**src/rtl/freq_divider_multi.sv**
```systemverilog
// Multi-channel programmable clock divider with per-channel enable, tick strobe
// and glitch-free divisor update. Optional phase-align input under FREQDIV_SYNC_EN.
module freq_divider_multi #(
   parameter int CHANNELS    = 4,
   parameter int WIDTH       = 32,
   parameter int DEFAULT_DIV = 25000000,
   localparam int CH_W       = (CHANNELS > 1) ? $clog2(CHANNELS) : 1
) (
   input  logic                clkin,
   input  logic                rst_n,
`ifdef FREQDIV_SYNC_EN
   input  logic                sync_in,
`endif
   input  logic [CHANNELS-1:0] en,
   input  logic                cfg_we,
   input  logic [CH_W-1:0]     cfg_ch,
   input  logic [WIDTH-1:0]    cfg_div,
   output logic [CHANNELS-1:0] clkout,
   output logic [CHANNELS-1:0] tick,
   output logic [CHANNELS-1:0] cfg_pending
);

   localparam int                CHW1    = CH_W + 1;
   localparam logic [WIDTH-1:0]  DEF_DIV = WIDTH'(DEFAULT_DIV);

   for (genvar i = 0; i < CHANNELS; i++) begin : g_ch
      localparam logic [CH_W:0] IDX = CHW1'(i);

      logic [WIDTH-1:0] div_q;
      logic [WIDTH-1:0] shadow_q;
      logic [WIDTH-1:0] cnt_q;
      logic             clk_q;
      logic             tick_q;
      logic             pend_q;
      logic             wr_hit;

      // Out-of-range channel numbers never match any IDX, so they are dropped here.
      assign wr_hit = cfg_we && ({1'b0, cfg_ch} == IDX);

      always_ff @(posedge clkin) begin
         if (!rst_n) begin
            div_q    <= DEF_DIV;
            shadow_q <= '0;
            cnt_q    <= '0;
            clk_q    <= 1'b0;
            tick_q   <= 1'b0;
            pend_q   <= 1'b0;
         end else begin
            tick_q <= 1'b0;
            if (!en[i]) begin
               cnt_q <= '0;
               clk_q <= 1'b0;
               if (pend_q) begin
                  div_q  <= shadow_q;
                  pend_q <= 1'b0;
               end
`ifdef FREQDIV_SYNC_EN
            end else if (sync_in) begin
               cnt_q <= '0;
               clk_q <= 1'b0;
               if (pend_q) begin
                  div_q  <= shadow_q;
                  pend_q <= 1'b0;
               end
`endif
            end else if (cnt_q == div_q) begin
               // The wrap itself runs on the old divisor; the new one governs the next half-period.
               cnt_q  <= '0;
               clk_q  <= ~clk_q;
               tick_q <= ~clk_q;
               if (pend_q) begin
                  div_q  <= shadow_q;
                  pend_q <= 1'b0;
               end
            end else begin
               cnt_q <= cnt_q + 1'b1;
            end
            // A write landing on an apply edge re-arms pending with the newer value.
            if (wr_hit) begin
               shadow_q <= cfg_div;
               pend_q   <= 1'b1;
            end
         end
      end

      assign clkout[i]      = clk_q;
      assign tick[i]        = tick_q;
      assign cfg_pending[i] = pend_q;
   end

endmodule

```
**config.mk**
```make
export PLATFORM = sky130hd
export DESIGN_NAME = freq_divider_multi
export DESIGN_NICKNAME = d
export VERILOG_FILES = /design/src/rtl/freq_divider_multi.sv
export SDC_FILE = /design/constraint.sdc
export NUM_CORES = 1
export LEC_CHECK = 0
export CAP_MARGIN = 10
export CORE_MARGIN = 5
export CORE_UTILIZATION = 35
export CTS_BUF_LIST = sky130_fd_sc_hd__clkbuf_16
export CTS_CLUSTER_SIZE = 10
export DETAILED_ROUTE_END_ITERATION = 8
export GPL_ROUTABILITY_DRIVEN = 0
export PLACE_DENSITY = 0.56
export SETUP_SLACK_MARGIN = 0.02
export SYNTH_ARGS = -nofsm -noshare
export SYNTH_HDL_FRONTEND = slang
export SYNTH_SLANG_ARGS = --single-unit
```
**constraint.sdc**
```tcl
create_clock -name clkin -period 3 [get_ports clkin]
set_clock_uncertainty 0.1 [all_clocks]
set_input_delay 0.9 -clock clkin [delete_from_list [all_inputs] [get_ports clkin]]
set_output_delay 0.9 -clock clkin [all_outputs]
set_load 0.01 [all_outputs]
```
After elaboration in Yosys (flattened, before gate mapping)
Cells that the tools add are included.
{"block": "word_totals", "regBits": 396, "in_bits": 41, "word_cells": 93, "output_inout_bits": 12}
{"block": "op_classes", "n_addsub": 4, "n_eq_ne": 15, "n_reduce_logical": 17, "bitwise_logic": 9, "muxes": 24}
{"op": "32-bit two-way mux", "count": 12}
{"op": "32-bit by 1-bit adder with 32-bit output (second input constant)", "count": 4}
{"op": "32-bit equality test", "count": 4}
{"op": "1-bit two-way mux", "count": 12}
{"op": "3-bit by 1-bit != test with 1-bit output (second input constant)", "count": 4}
{"op": "3-bit AND reduction", "count": 4}
{"op": "3-bit OR reduction", "count": 4}
{"op": "1-bit inverter", "count": 9}
{"op": "2-bit by 1-bit != test with 1-bit output (second input constant)", "count": 4}
{"op": "2-bit AND reduction", "count": 4}
{"op": "2-bit equality test (second input constant)", "count": 2}
{"op": "1-bit logical AND", "count": 4}
{"op": "2-bit by 1-bit equality test with 1-bit output (second input constant)", "count": 1}
{"op": "2-bit logical NOT", "count": 1}

Longest topological paths before layout
Gate-level depths: netlist of the first run.
{"block": "logic_depth", "depth_word": 4, "ltp_mapped": 8, "depth_no_buf": 6}

Worst setup path before layout of the first run
OpenSTA, ideal clock, no wires.
{"block": "synth_timing", "kind": "input -> register", "start": "input rst_n", "end": "register g_ch[2].div_q[10]", "setup_time_ns": 0.062, "path_slack_ns": 0.652, "cell_stages": 6, "arrival_time_ns": 2.185, "path_buffers": 4, "required_time_ns": 2.838, "path_cell_list": "clkbuf_1 -> clkbuf_1 -> clkbuf_1 -> clkbuf_1 -> o2111ai_1 -> nand3_1"}
{"item": "start, declared", "line_no": "10", "text": "input logic rst_n,"}
{"item": "end signal, assigned", "line_no": "54", "text": "div_q <= shadow_q;"}
{"item": "end signal, assigned", "line_no": "72", "text": "div_q <= shadow_q;"}
{"item": "end, declared", "line_no": "29", "text": "logic [WIDTH-1:0] div_q;"}

Worst setup path after layout of the first run
{"block": "layout_timing", "start": "register g_ch[2].pend_q", "end": "output cfg_pending[2]"}
{"item": "start, declared", "line_no": "34", "text": "logic pend_q;"}
{"item": "start signal, assigned", "line_no": "47", "text": "pend_q <= 1'b0;"}
{"item": "start signal, assigned", "line_no": "55", "text": "pend_q <= 1'b0;"}
{"item": "start signal, assigned", "line_no": "73", "text": "pend_q <= 1'b0;"}
{"item": "end, declared", "line_no": "20", "text": "output logic [CHANNELS-1:0] cfg_pending"}
No word-level cell between the ends.

==> impl_metrics.prom, run 1 <==
# TYPE chip_impl_metric gauge
chip_impl_metric{name="wire_length_of_the_first_global_routing_pass",unit="um"} 97540
chip_impl_info{name="timing_worst_setup_path_type",value="reg -> out"} 1
chip_impl_info{name="layout.cells.most_common_list",value="396 x sky130_fd_sc_hd__dfxtp_1, 350 x sky130_fd_sc_hd__nand2_1, 239 x sky130_fd_sc_hd__nor2_1"} 1
chip_impl_metric{name="worst_ir_drop_vdd",unit="V"} 0.0004021
chip_impl_metric{name="via_per_inst",unit=""} 5.592
chip_impl_metric{name="finalCriticalPeriod",unit="ns"} 2.790
chip_impl_metric{name="warnings_from_yosys",unit=""} 0
chip_impl_metric{name="largest_net_degree_at_the_start_of_global_routing",unit=""} 110
chip_impl_metric{name="detailedPlacementHpwl",unit="um"} 39500
chip_impl_metric{name="timing_hold_violations_final",unit=""} 0
chip_impl_metric{name="synthArstFlopShare",unit="%"} 0
chip_impl_metric{name="synth_edf_count",unit=""} 0
chip_impl_metric{name="nFillCells",unit=""} 5897
chip_impl_metric{name="clock_insertion_delay_worst_skew",unit="ns"} 0.59
chip_impl_info{name="layout.cells.most_common",value="sky130_fd_sc_hd__dfxtp_1"} 1
chip_impl_metric{name="postRouteWirelength",unit="um"} 61550
chip_impl_metric{name="crit_arrival",unit="ns"} 1.79
chip_impl_metric{name="cap_violations",unit=""} 0
chip_impl_metric{name="syn-mean-instance-area",unit="um2"} 7.854
chip_impl_metric{name="tns",unit="ns"} 0
chip_impl_metric{name="post_synth_instance_area",unit="um2"} 20480
chip_impl_metric{name="grt.total_usage",unit="%"} 18.60
chip_impl_metric{name="power.static_leakage",unit="nW"} 8.730
chip_impl_metric{name="seq_area_frac_synth",unit="%"} 38.72
chip_impl_metric{name="ys_seq_elements",unit=""} 396
chip_impl_info{name="hold_path.class",value="reg -> reg"} 1
chip_impl_info{name="cts_root_buf",value="sky130_fd_sc_hd__clkbuf_16"} 1
chip_impl_metric{name="die_x",unit="um"} 251.9
chip_impl_metric{name="fp.dieH",unit="um"} 251.9
chip_impl_info{name="setup_repair_after_global_routing_missed_its_margin",value="no"} 1
chip_impl_metric{name="finalSetupViolCount",unit=""} 0
chip_impl_metric{name="initial_core_util",unit="%"} 35.42
chip_impl_metric{name="worst_pin_slew",unit="ns"} 1.128
chip_impl_metric{name="final_util",unit="%"} 39.41
chip_impl_metric{name="cts.repair_timing.setup_buffer_count",unit=""} 0
chip_impl_info{name="critical_path.top_delay_family",value="buffers and inverters"} 1
chip_impl_metric{name="antenna_violations_before_repair",unit=""} 1
chip_impl_metric{name="io_buffers",unit=""} 52
chip_impl_info{name="cts_tree",value="done"} 1
chip_impl_info{name="critical_path.slowest_cell",value="sky130_fd_sc_hd__clkdlybuf4s50_1"} 1
chip_impl_metric{name="postPlaceCellArea",unit="um2"} 21450
chip_impl_metric{name="detail-route-antenna-nets",unit=""} 0
chip_impl_metric{name="max_slew_margin",unit="%"} 24.75
chip_impl_metric{name="maxClockFrequency",unit="MHz"} 358.5
chip_impl_metric{name="wl_per_cell",unit="um"} 18.64
chip_impl_metric{name="total_number_of_placement_rows",unit=""} 88
chip_impl_metric{name="hold-worst-slack",unit="ns"} 0.3623
chip_impl_metric{name="grt_residual_overflow",unit=""} 0
chip_impl_metric{name="synthDistinctLibCells",unit=""} 42
chip_impl_info{name="outcome",value="completed"} 1
chip_impl_info{name="path_cells",value="clkdlybuf4s50_1"} 1
chip_impl_metric{name="layout-drive-gt1-share",unit="%"} 4.927
chip_impl_metric{name="critPathMaxFanout",unit=""} 17
chip_impl_metric{name="synth.net_count",unit=""} 2652
chip_impl_metric{name="ctsLongestPathBuffers",unit=""} 3
chip_impl_metric{name="pwr_density_cell",unit="nW/um2"} 498.7
chip_impl_metric{name="detailroute.via_count",unit=""} 18464
chip_impl_metric{name="detail_route.iter0.violations",unit=""} 1260
chip_impl_metric{name="worst_ep_required_time",unit="ns"} 2.00
chip_impl_metric{name="critical-path-max-stage-delay",unit="ns"} 0.63
chip_impl_metric{name="syn2layout_area_growth",unit="%"} 11.25
chip_impl_metric{name="final_design_area_no_fill",unit="um2"} 22780
chip_impl_metric{name="total_clock_buffers_created_by_cts",unit=""} 48
chip_impl_metric{name="drc",unit=""} 0
chip_impl_metric{name="n_antenna_cell",unit=""} 0
chip_impl_metric{name="timing.final.crit_share",unit="%"} 92.99
chip_impl_info{name="crit_path_start_kind",value="flop"} 1
chip_impl_info{name="cp-end-kind",value="primary output"} 1
chip_impl_metric{name="h-tree-depth",unit=""} 2
chip_impl_metric{name="firstDrtPassIters",unit=""} 5
chip_impl_metric{name="number_of_sinks_on_the_clock_net",unit=""} 396
chip_impl_metric{name="critPathBufInv",unit=""} 1
chip_impl_metric{name="syn-instance-count",unit=""} 2607
chip_impl_metric{name="nNetsFinal",unit=""} 2561
chip_impl_metric{name="ios",unit=""} 53
chip_impl_info{name="synthFlopType",value="sky130_fd_sc_hd__dfxtp_1"} 1
chip_impl_metric{name="grt_pass1_vias",unit=""} 17483
chip_impl_metric{name="area_inside_the_core_boundary",unit="um2"} 57810
chip_impl_metric{name="slew_viol_final",unit=""} 0
chip_impl_metric{name="postCtsHoldBufs",unit=""} 0
chip_impl_metric{name="cts_resized",unit=""} 0
chip_impl_metric{name="die_area",unit="um2"} 63440
chip_impl_metric{name="clk_pin_slew_worst_paths",unit="ns"} 0.05
==> cells by family (layout without fill, tap and decap cells) <==
family / Yosys count / in the layout / share of synthesized area (%)
and+or+nand+nor: 1282 / 1282 / 30.86
adders and majority gates: 4 / 4 / 0.2444
AOI/OAI and AO/OA: 408 / 408 / 14.42
xor gates and xnor gates: 244 / 244 / 10.44
buffers and inverters: 273 / 203 / 5.316
DFF: 396 / 396 / 38.72
==> sequential cells by signal (all words and copies together), names as in the netlist <==
| register | cells |
|---|---|
| g_ch.tick_q | 4 |
| g_ch.shadow_q | 128 |
| g_ch.clk_q | 4 |
| g_ch.div_q | 128 |
| g_ch.cnt_q | 128 |
| g_ch.pend_q | 4 |
==> report_power, final <==
part | leakage (nW) | switching (W) | internal [W] | total (W)
clock | 0.701 | 0.00223 | 0.00290 | 0.00513
combinational | 4.82 | 0.000494 | 0.000253 | 0.000747
sequential | 3.21 | 0.000104 | 0.00538 | 0.00548
total | 8.73 | 0.00283 | 0.00853 | 0.0114
==> Yosys cell counts, types with 3 or more instances <==
master / n / share of area, %
sky130_fd_sc_hd__a21boi_0: 128 / 4.7
sky130_fd_sc_hd__a21o_1: 4 / 0.15
sky130_fd_sc_hd__a21oi_1: 56 / 1.4
sky130_fd_sc_hd__a22o_1: 48 / 2.1
sky130_fd_sc_hd__a31oi_1: 80 / 2.4
sky130_fd_sc_hd__and2_1: 3 / 0.092
sky130_fd_sc_hd__and3_1: 168 / 5.1
sky130_fd_sc_hd__and4_1: 20 / 0.86
sky130_fd_sc_hd__buf_1: 7 / 0.13
sky130_fd_sc_hd__buf_2: 14 / 0.34
sky130_fd_sc_hd__buf_4: 12 / 0.44
sky130_fd_sc_hd__clkbuf_1: 215 / 3.9
sky130_fd_sc_hd__dfxtp_1: 396 / 39
sky130_fd_sc_hd__ha_1: 4 / 0.24
sky130_fd_sc_hd__inv_1: 24 / 0.44
sky130_fd_sc_hd__nand2_1: 350 / 6.4
sky130_fd_sc_hd__nand3_1: 207 / 5.1
sky130_fd_sc_hd__nand3b_1: 49 / 1.8
sky130_fd_sc_hd__nand4_1: 35 / 1.1
sky130_fd_sc_hd__nor2_1: 240 / 4.4
sky130_fd_sc_hd__nor2b_1: 5 / 0.15
sky130_fd_sc_hd__nor3_1: 120 / 2.9
sky130_fd_sc_hd__nor4_1: 57 / 1.7
sky130_fd_sc_hd__o2111ai_1: 80 / 3.4
sky130_fd_sc_hd__o21ai_0: 12 / 0.29
sky130_fd_sc_hd__or3_1: 8 / 0.24
sky130_fd_sc_hd__or4_1: 4 / 0.15
sky130_fd_sc_hd__xnor2_1: 75 / 3.2
sky130_fd_sc_hd__xor2_1: 169 / 7.2
==> layout make-up <==
cell class / instances / area, um2 / area share, %
clock buffers: 49 / 1226 / 5.383
clock inverters: 22 / 100.1 / 0.4394
inverters: 24 / 90.09 / 0.3955
multi-input cells: 1938 / 11470 / 50.35
flip-flops and latches: 396 / 7928 / 34.80
well taps: 765 / 957.2 / 4.202
repair buffers: 108 / 1008 / 4.427
==> stage by stage <==
stage          cells  power [W]  setup slack (ns)
6_report        3302    0.01136            0.2102
2_1_floorplan   2607   0.006021            0.6523
3_5_place_dp    3231   0.006336            0.2610
3_3_place_gp    3231   0.006315            0.3147
4_1_cts         3302    0.01152            0.1612
5_1_grt         3302    0.01182           0.08889
==> metal layers <==
metal | up-vias | part of all wire, % | global-route usage, %
li1 | 8979 | - | -
met1 | 8875 | 45 | 25.63
met2 | 502 | 46 | 29.97
met3 | 108 | 5.5 | 2.721
met4 | 0 | 2.9 | 6.405
met5 | - | 0 | 0
==> final timing paths <==
| kind | start | endpoint | slack (ns) | cells past startpoint |
|---|---|---|---|---|
| worst max register to register | g_ch[0].pend_q | g_ch[0].div_q[6] | 0.61 | 6 |
| worst min-delay path | g_ch[0].shadow_q[16] | g_ch[0].shadow_q[16] | 0.36 | 2 |
| worst min register to register | g_ch[0].shadow_q[16] | g_ch[0].shadow_q[16] | 0.36 | 2 |
| worst max-delay path | g_ch[2].pend_q | cfg_pending[2] | 0.21 | 1 |
No activity file was read; power rests on OpenSTA's default activity.
==> run 2, diff against run 1 <==
CORE_MARGIN = unset   (was 5)
SLEW_MARGIN = 20   (was unset)
==> run 2 against run 1 <==
Cell count down 0.21%. Sequential share of layout area increased by 0.067 points. Via count increased by 0.20%. Clock power fell by 1%. Design area decreased by 0.19%. Combinational power rose by 0.5%. First-iteration DRC count rose by 22%. Flip-flop and latch count is the same. Fmax grew 8.8%. Global-route usage rose by 1.9 points. Register-to-register slack worse by 0.17 ns. Utilization about the same. Largest cell class unchanged.
==> impl_metrics.prom, run 2 (synthesis results as in run 1) <==
# TYPE chip_impl_metric gauge
chip_impl_info{name="outcome",value="completed"} 1
chip_impl_info{name="largestRegisters",value="g_ch.cnt_q: 128 flops, g_ch.div_q: 128 flops, g_ch.shadow_q: 128 flops"} 1
chip_impl_metric{name="critical-path-max-stage-delay",unit="ns"} 0.57
chip_impl_metric{name="worst_pin_slew",unit="ns"} 0.8031
chip_impl_metric{name="largest_net_degree_at_the_start_of_global_routing",unit=""} 123
chip_impl_metric{name="critPathBufInv",unit=""} 1
chip_impl_metric{name="hold-worst-slack",unit="ns"} 0.3624
chip_impl_metric{name="grt_pass1_vias",unit=""} 17751
chip_impl_metric{name="finalCriticalPeriod",unit="ns"} 2.565
chip_impl_metric{name="layout-drive-gt1-share",unit="%"} 4.585
chip_impl_metric{name="clock_insertion_delay_worst_skew",unit="ns"} 0.59
chip_impl_metric{name="maxClockFrequency",unit="MHz"} 389.9
chip_impl_metric{name="h-tree-depth",unit=""} 2
chip_impl_metric{name="die_x",unit="um"} 243.9
chip_impl_info{name="layout.cells.most_common",value="sky130_fd_sc_hd__dfxtp_1"} 1
chip_impl_metric{name="ctsLongestPathBuffers",unit=""} 3
chip_impl_metric{name="clk_pin_slew_worst_paths",unit="ns"} 0.06
chip_impl_info{name="timing_worst_setup_path_type",value="reg -> out"} 1
chip_impl_metric{name="wire_length_of_the_first_global_routing_pass",unit="um"} 99180
chip_impl_metric{name="postPlaceCellArea",unit="um2"} 21430
chip_impl_metric{name="initial_core_util",unit="%"} 35.49
chip_impl_info{name="cts_root_buf",value="sky130_fd_sc_hd__clkbuf_16"} 1
chip_impl_info{name="setup_repair_after_global_routing_missed_its_margin",value="no"} 1
chip_impl_metric{name="critPathMaxFanout",unit=""} 4
chip_impl_info{name="path_cells",value="clkdlybuf4s50_1"} 1
chip_impl_metric{name="syn2layout_area_growth",unit="%"} 11.04
chip_impl_metric{name="detail-route-antenna-nets",unit=""} 0
chip_impl_metric{name="grt_residual_overflow",unit=""} 0
chip_impl_metric{name="pwr_density_cell",unit="nW/um2"} 496.7
chip_impl_metric{name="total_clock_buffers_created_by_cts",unit=""} 47
chip_impl_info{name="crit_path_start_kind",value="flop"} 1
chip_impl_metric{name="drc",unit=""} 0
chip_impl_metric{name="ios",unit=""} 53
chip_impl_metric{name="postRouteWirelength",unit="um"} 62090
chip_impl_metric{name="tns",unit="ns"} 0
chip_impl_info{name="cp-end-kind",value="primary output"} 1
chip_impl_metric{name="detail_route.iter0.violations",unit=""} 1532
chip_impl_info{name="critical_path.top_delay_family",value="buffers and inverters"} 1
chip_impl_info{name="layout.cells.most_common_list",value="396 x sky130_fd_sc_hd__dfxtp_1, 350 x sky130_fd_sc_hd__nand2_1, 239 x sky130_fd_sc_hd__nor2_1"} 1
chip_impl_metric{name="max_slew_margin",unit="%"} 46.05
chip_impl_metric{name="worst_ir_drop_vdd",unit="V"} 0.0003406
chip_impl_metric{name="io_buffers",unit=""} 52
chip_impl_metric{name="cap_violations",unit=""} 0
chip_impl_metric{name="finalSetupViolCount",unit=""} 0
chip_impl_metric{name="grt.total_usage",unit="%"} 20.48
chip_impl_metric{name="area_inside_the_core_boundary",unit="um2"} 57700
chip_impl_metric{name="wl_per_cell",unit="um"} 18.84
chip_impl_metric{name="antenna_violations_before_repair",unit=""} 1
chip_impl_metric{name="number_of_sinks_on_the_clock_net",unit=""} 396
chip_impl_metric{name="nNetsFinal",unit=""} 2554
chip_impl_metric{name="crit_arrival",unit="ns"} 1.56
chip_impl_metric{name="timing.final.crit_share",unit="%"} 85.50
chip_impl_metric{name="fp.dieH",unit="um"} 243.9
chip_impl_metric{name="worst_ep_required_time",unit="ns"} 2.00
chip_impl_metric{name="firstDrtPassIters",unit=""} 5
chip_impl_info{name="cts_tree",value="done"} 1
chip_impl_metric{name="postCtsHoldBufs",unit=""} 0
chip_impl_metric{name="slew_viol_final",unit=""} 0
chip_impl_metric{name="total_number_of_placement_rows",unit=""} 88
chip_impl_metric{name="n_antenna_cell",unit=""} 0
chip_impl_metric{name="detailedPlacementHpwl",unit="um"} 39380
chip_impl_metric{name="detailroute.via_count",unit=""} 18501
chip_impl_info{name="critical_path.slowest_cell",value="sky130_fd_sc_hd__clkdlybuf4s50_1"} 1
chip_impl_metric{name="power.static_leakage",unit="nW"} 8.698
chip_impl_metric{name="timing_hold_violations_final",unit=""} 0
chip_impl_metric{name="via_per_inst",unit=""} 5.615
chip_impl_metric{name="die_area",unit="um2"} 59470
chip_impl_info{name="hold_path.class",value="reg -> reg"} 1
chip_impl_metric{name="final_design_area_no_fill",unit="um2"} 22740
-- run 2: cell count changes in the layout (fill, tap and decap cells not counted), moves of 2 or more --
cell and change:
sky130_fd_sc_hd__clkinv_2 -2, sky130_fd_sc_hd__inv_6 -2, sky130_fd_sc_hd__buf_12 +2, sky130_fd_sc_hd__buf_4 -8
-- run 2: routing by layer --
| metal | vias to the layer above | GRT usage (%) | part of all wire [%] |
|---|---|---|---|
| met3 | 109 | 2.688 | 5.1 |
| met4 | 0 | 7.353 | 2.9 |
| met2 | 510 | 32.65 | 46 |
| met5 | - | 0 | 0 |
| met1 | 8914 | 28.13 | 46 |
| li1 | 8968 | - | - |
-- run 2: power breakdown --
part           total, W  internal (W)  switching [W]
logic          0.000751      0.000252       0.000499
registers       0.00548       0.00538       0.000102
clock network   0.00506       0.00284        0.00223
-- run 2: stage by stage --
step / total power (W) / util, % / setup WS [ns] / instances
floorplan: 0.006021 / - / 0.6523 / 2607
global placement: 0.006314 / 37.14 / 0.3219 / 3225
detailed placement: 0.006332 / 37.14 / 0.2746 / 3225
CTS: 0.01142 / 39.40 / 0.3985 / 3295
global route: 0.01170 / 39.41 / 0.3084 / 3295
finish: 0.01129 / 39.41 / 0.4350 / 3295
-- run 2: worst reg2reg max path: stages (launching register included) --
cell	delay, ns
sky130_fd_sc_hd__dfxtp_1	0.36
sky130_fd_sc_hd__xor2_1	0.18
sky130_fd_sc_hd__nor4_1	0.54
sky130_fd_sc_hd__and4_1	0.35
sky130_fd_sc_hd__a21o_1	0.50
sky130_fd_sc_hd__buf_4	0.33
sky130_fd_sc_hd__nor2_1	0.08
-- run 2: cell type report --
class / count / area [um2]
Fill cell: 5865 / 34960
Tap cell: 765 / 957.2
Clock buffer: 48 / 1201
Clock inverter: 22 / 100.1
Sequential cell: 396 / 7928
Multi-Input combinational cell: 1938 / 11470
Timing Repair Buffer: 102 / 988.4
Inverter: 24 / 93.84
-- run 2: worst paths after layout --
path,depth (start not counted),endpoint,slack [ns],from
max,1,clkout[0],0.44,g_ch[0].clk_q
min,2,g_ch[3].shadow_q[12],0.36,g_ch[3].shadow_q[12]
max reg2reg,6,g_ch[1].cnt_q[6],0.44,g_ch[1].div_q[2]
min reg2reg,2,g_ch[3].shadow_q[12],0.36,g_ch[3].shadow_q[12]
-- run 2: timing repair --
item,in CTS,in global routing
endpoints found under the setup margin,0,3
resized for setup,0,1
setup buffers,0,0
==> run 3, diff against run 2 <==
CAP_MARGIN = 20   (was 10)
==> run 3 against run 2 <==
Die area stayed put. Combinational power about the same. Total power up 0.10%. Cell count hardly changed. Utilization hardly changed. Critical path type unchanged. Largest cell class unchanged.
==> impl_metrics.prom, run 3 (synthesis results as in run 1) <==
# TYPE chip_impl_metric gauge
chip_impl_metric{name="cts.repair_timing.setup_buffer_count",unit=""} 0
chip_impl_metric{name="wire_length_of_the_first_global_routing_pass",unit="um"} 99180
chip_impl_metric{name="grt_residual_overflow",unit=""} 0
chip_impl_metric{name="die_x",unit="um"} 243.9
chip_impl_metric{name="combPwrFrac",unit="%"} 6.6
chip_impl_metric{name="antenna_violations_before_repair",unit=""} 1
chip_impl_metric{name="power.static_leakage",unit="nW"} 8.712
chip_impl_metric{name="hold-worst-slack",unit="ns"} 0.3631
chip_impl_metric{name="hold_depth",unit=""} 2
chip_impl_metric{name="finalWorstSetupSlack",unit="ns"} 0.4357
chip_impl_info{name="layout.cells.most_common",value="sky130_fd_sc_hd__dfxtp_1"} 1
chip_impl_metric{name="cts_resized",unit=""} 0
chip_impl_metric{name="area_inside_the_core_boundary",unit="um2"} 57700
chip_impl_info{name="reg2reg_to",value="g_ch[1].cnt_q[9]"} 1
chip_impl_metric{name="tns",unit="ns"} 0
chip_impl_info{name="outcome",value="completed"} 1
chip_impl_metric{name="detail-route-antenna-nets",unit=""} 0
chip_impl_metric{name="timing_hold_violations_final",unit=""} 0
chip_impl_metric{name="via_per_inst",unit=""} 5.618
chip_impl_metric{name="firstDrtPassIters",unit=""} 8
chip_impl_info{name="layout.cells.most_common_list",value="396 x sky130_fd_sc_hd__dfxtp_1, 350 x sky130_fd_sc_hd__nand2_1, 239 x sky130_fd_sc_hd__nor2_1"} 1
chip_impl_metric{name="total_number_of_placement_rows",unit=""} 88
chip_impl_metric{name="grt.total_usage",unit="%"} 20.48
chip_impl_metric{name="worst_pin_slew",unit="ns"} 0.8025
chip_impl_metric{name="timing.final.crit_share",unit="%"} 85.48
chip_impl_metric{name="postCtsHoldBufs",unit=""} 0
chip_impl_metric{name="nNetsFinal",unit=""} 2555
chip_impl_metric{name="max_slew_margin",unit="%"} 46.09
chip_impl_metric{name="largest_net_degree_at_the_start_of_global_routing",unit=""} 123
chip_impl_metric{name="detail_route.iter0.violations",unit=""} 1625
chip_impl_metric{name="crit_arrival",unit="ns"} 1.56
chip_impl_metric{name="numPlacedInstances",unit=""} 3225
chip_impl_metric{name="maxClockFrequency",unit="MHz"} 390.0
chip_impl_metric{name="initial_core_util",unit="%"} 35.49
chip_impl_metric{name="fp.dieH",unit="um"} 243.9
chip_impl_metric{name="critical-path-max-stage-delay",unit="ns"} 0.57
chip_impl_metric{name="pre_cts_slack",unit="ns"} 0.2746
chip_impl_info{name="cts_tree",value="done"} 1
chip_impl_metric{name="total_clock_buffers_created_by_cts",unit=""} 47
chip_impl_metric{name="internal_power",unit="W"} 0.008470
chip_impl_metric{name="clk_pin_slew_worst_paths",unit="ns"} 0.05
chip_impl_metric{name="slew_viol_final",unit=""} 0
chip_impl_metric{name="finish.cell_count_without_fillers",unit=""} 3296
chip_impl_metric{name="timing.critical_path.depth",unit=""} 1
chip_impl_metric{name="power.net_switching",unit="W"} 0.002835
chip_impl_metric{name="detailedPlacementHpwl",unit="um"} 39380
chip_impl_info{name="critical_path.top_delay_family",value="buffers and inverters"} 1
chip_impl_info{name="timing_worst_setup_path_type",value="reg -> out"} 1
chip_impl_info{name="cts_root_buf",value="sky130_fd_sc_hd__clkbuf_16"} 1
chip_impl_metric{name="sequentialPowerShare",unit="%"} 48.5
chip_impl_info{name="largestRegisters",value="g_ch.cnt_q: 128 flops, g_ch.div_q: 128 flops, g_ch.shadow_q: 128 flops"} 1
chip_impl_metric{name="wl_per_cell",unit="um"} 18.80
chip_impl_info{name="crit_path_start_kind",value="flop"} 1
chip_impl_metric{name="grt_pass1_vias",unit=""} 17751
chip_impl_metric{name="postRouteWirelength",unit="um"} 61970
chip_impl_info{name="path_cells",value="clkdlybuf4s50_1"} 1
chip_impl_metric{name="h-tree-depth",unit=""} 2
chip_impl_metric{name="clock_power_share",unit="%"} 44.9
chip_impl_metric{name="nFillCells",unit=""} 5866
chip_impl_metric{name="r2r_setup_slack",unit="ns"} 0.44
chip_impl_metric{name="finalCriticalPeriod",unit="ns"} 2.564
chip_impl_metric{name="clock_insertion_delay_worst_skew",unit="ns"} 0.59
chip_impl_metric{name="number_of_sinks_on_the_clock_net",unit=""} 396
chip_impl_metric{name="ios",unit=""} 53
chip_impl_metric{name="syn2layout_area_growth",unit="%"} 11.15
chip_impl_metric{name="finalSetupViolCount",unit=""} 0
chip_impl_metric{name="pwr_density_cell",unit="nW/um2"} 496.7
chip_impl_metric{name="critPathMaxFanout",unit=""} 4
chip_impl_info{name="setup_repair_after_global_routing_missed_its_margin",value="no"} 1
chip_impl_metric{name="worst_ir_drop_vdd",unit="V"} 0.0003431
chip_impl_metric{name="worst_ep_required_time",unit="ns"} 2.00
chip_impl_metric{name="final_util",unit="%"} 39.45
chip_impl_metric{name="rr_worst_depth",unit=""} 6
chip_impl_metric{name="ctsLongestPathBuffers",unit=""} 3
chip_impl_metric{name="p_sw_share",unit="%"} 25.08
chip_impl_metric{name="detailroute.via_count",unit=""} 18517
chip_impl_metric{name="cap_violations",unit=""} 0
chip_impl_metric{name="critPathBufInv",unit=""} 1
chip_impl_metric{name="io_buffers",unit=""} 52
chip_impl_info{name="critical_path.slowest_cell",value="sky130_fd_sc_hd__clkdlybuf4s50_1"} 1
chip_impl_metric{name="die_area",unit="um2"} 59470
chip_impl_info{name="cp-end-kind",value="primary output"} 1
chip_impl_info{name="r2r-start",value="g_ch[1].div_q[2]"} 1
chip_impl_metric{name="n_antenna_cell",unit=""} 0
chip_impl_metric{name="drc",unit=""} 0
chip_impl_metric{name="layout-drive-gt1-share",unit="%"} 4.583
chip_impl_info{name="endpoint",value="clkout[0]"} 1
chip_impl_info{name="cp-startpoint",value="g_ch[0].clk_q"} 1
chip_impl_info{name="hold_path.class",value="reg -> reg"} 1
run 3: layer usage:
metal | GRT usage (%) | part of all wire [%]
met5 | 0 | 0
met1 | 28.13 | 46
met2 | 32.65 | 46
met3 | 2.688 | 5.5
met4 | 7.353 | 2.9
run 3: stage by stage:
step | power [W] | instance area, um2
finish | 0.01130 | 22760
global route | 0.01171 | 22760
CTS | 0.01142 | 22730
detailed placement | 0.006332 | 21430
global placement | 0.006314 | 21430
floorplan | 0.006021 | 20480
run 3: final cells by class:
cell class / instances / area (um2) / share of cell area, %
multi-input combinational: 1938 / 11470 / 50.38
inverter: 24 / 90.09 / 0.3958
tap: 765 / 957.2 / 4.206
sequential: 396 / 7928 / 34.83
clock buffer: 48 / 1201 / 5.278
timing repair buffer: 103 / 1016 / 4.464
clock inverter: 22 / 100.1 / 0.4398
run 3: how the worst min path moves through the flow:
stage | from | end | slack, ns
2_1_floorplan | g_ch[0].clk_q | g_ch[0].tick_q | 0.33
3_3_place_gp | g_ch[1].shadow_q[18] | g_ch[1].shadow_q[18] | 0.35
3_5_place_dp | g_ch[3].shadow_q[12] | g_ch[3].shadow_q[12] | 0.36
4_1_cts | g_ch[3].shadow_q[14] | g_ch[3].shadow_q[14] | 0.37
5_1_grt | g_ch[1].shadow_q[26] | g_ch[1].shadow_q[26] | 0.39
6_report | g_ch[3].shadow_q[14] | g_ch[3].shadow_q[14] | 0.36
run 3: worst reg2reg max path, cell delays in order (launching register included):
cell                      delay, ns
sky130_fd_sc_hd__dfxtp_1       0.36
sky130_fd_sc_hd__xor2_1        0.18
sky130_fd_sc_hd__nor4_1        0.54
sky130_fd_sc_hd__and4_1        0.35
sky130_fd_sc_hd__a21o_1        0.50
sky130_fd_sc_hd__buf_4         0.33
sky130_fd_sc_hd__nor2_1        0.08
run 3: power groups by stage:
stage	combinational [W]	sequential, W	clock (W)
5_1_grt	0.000819	0.00549	0.00540
3_5_place_dp	0.000739	0.00559	0
6_report	0.000751	0.00548	0.00507
4_1_cts	0.000741	0.00548	0.00520
3_3_place_gp	0.000724	0.00559	0
2_1_floorplan	0.000470	0.00555	0
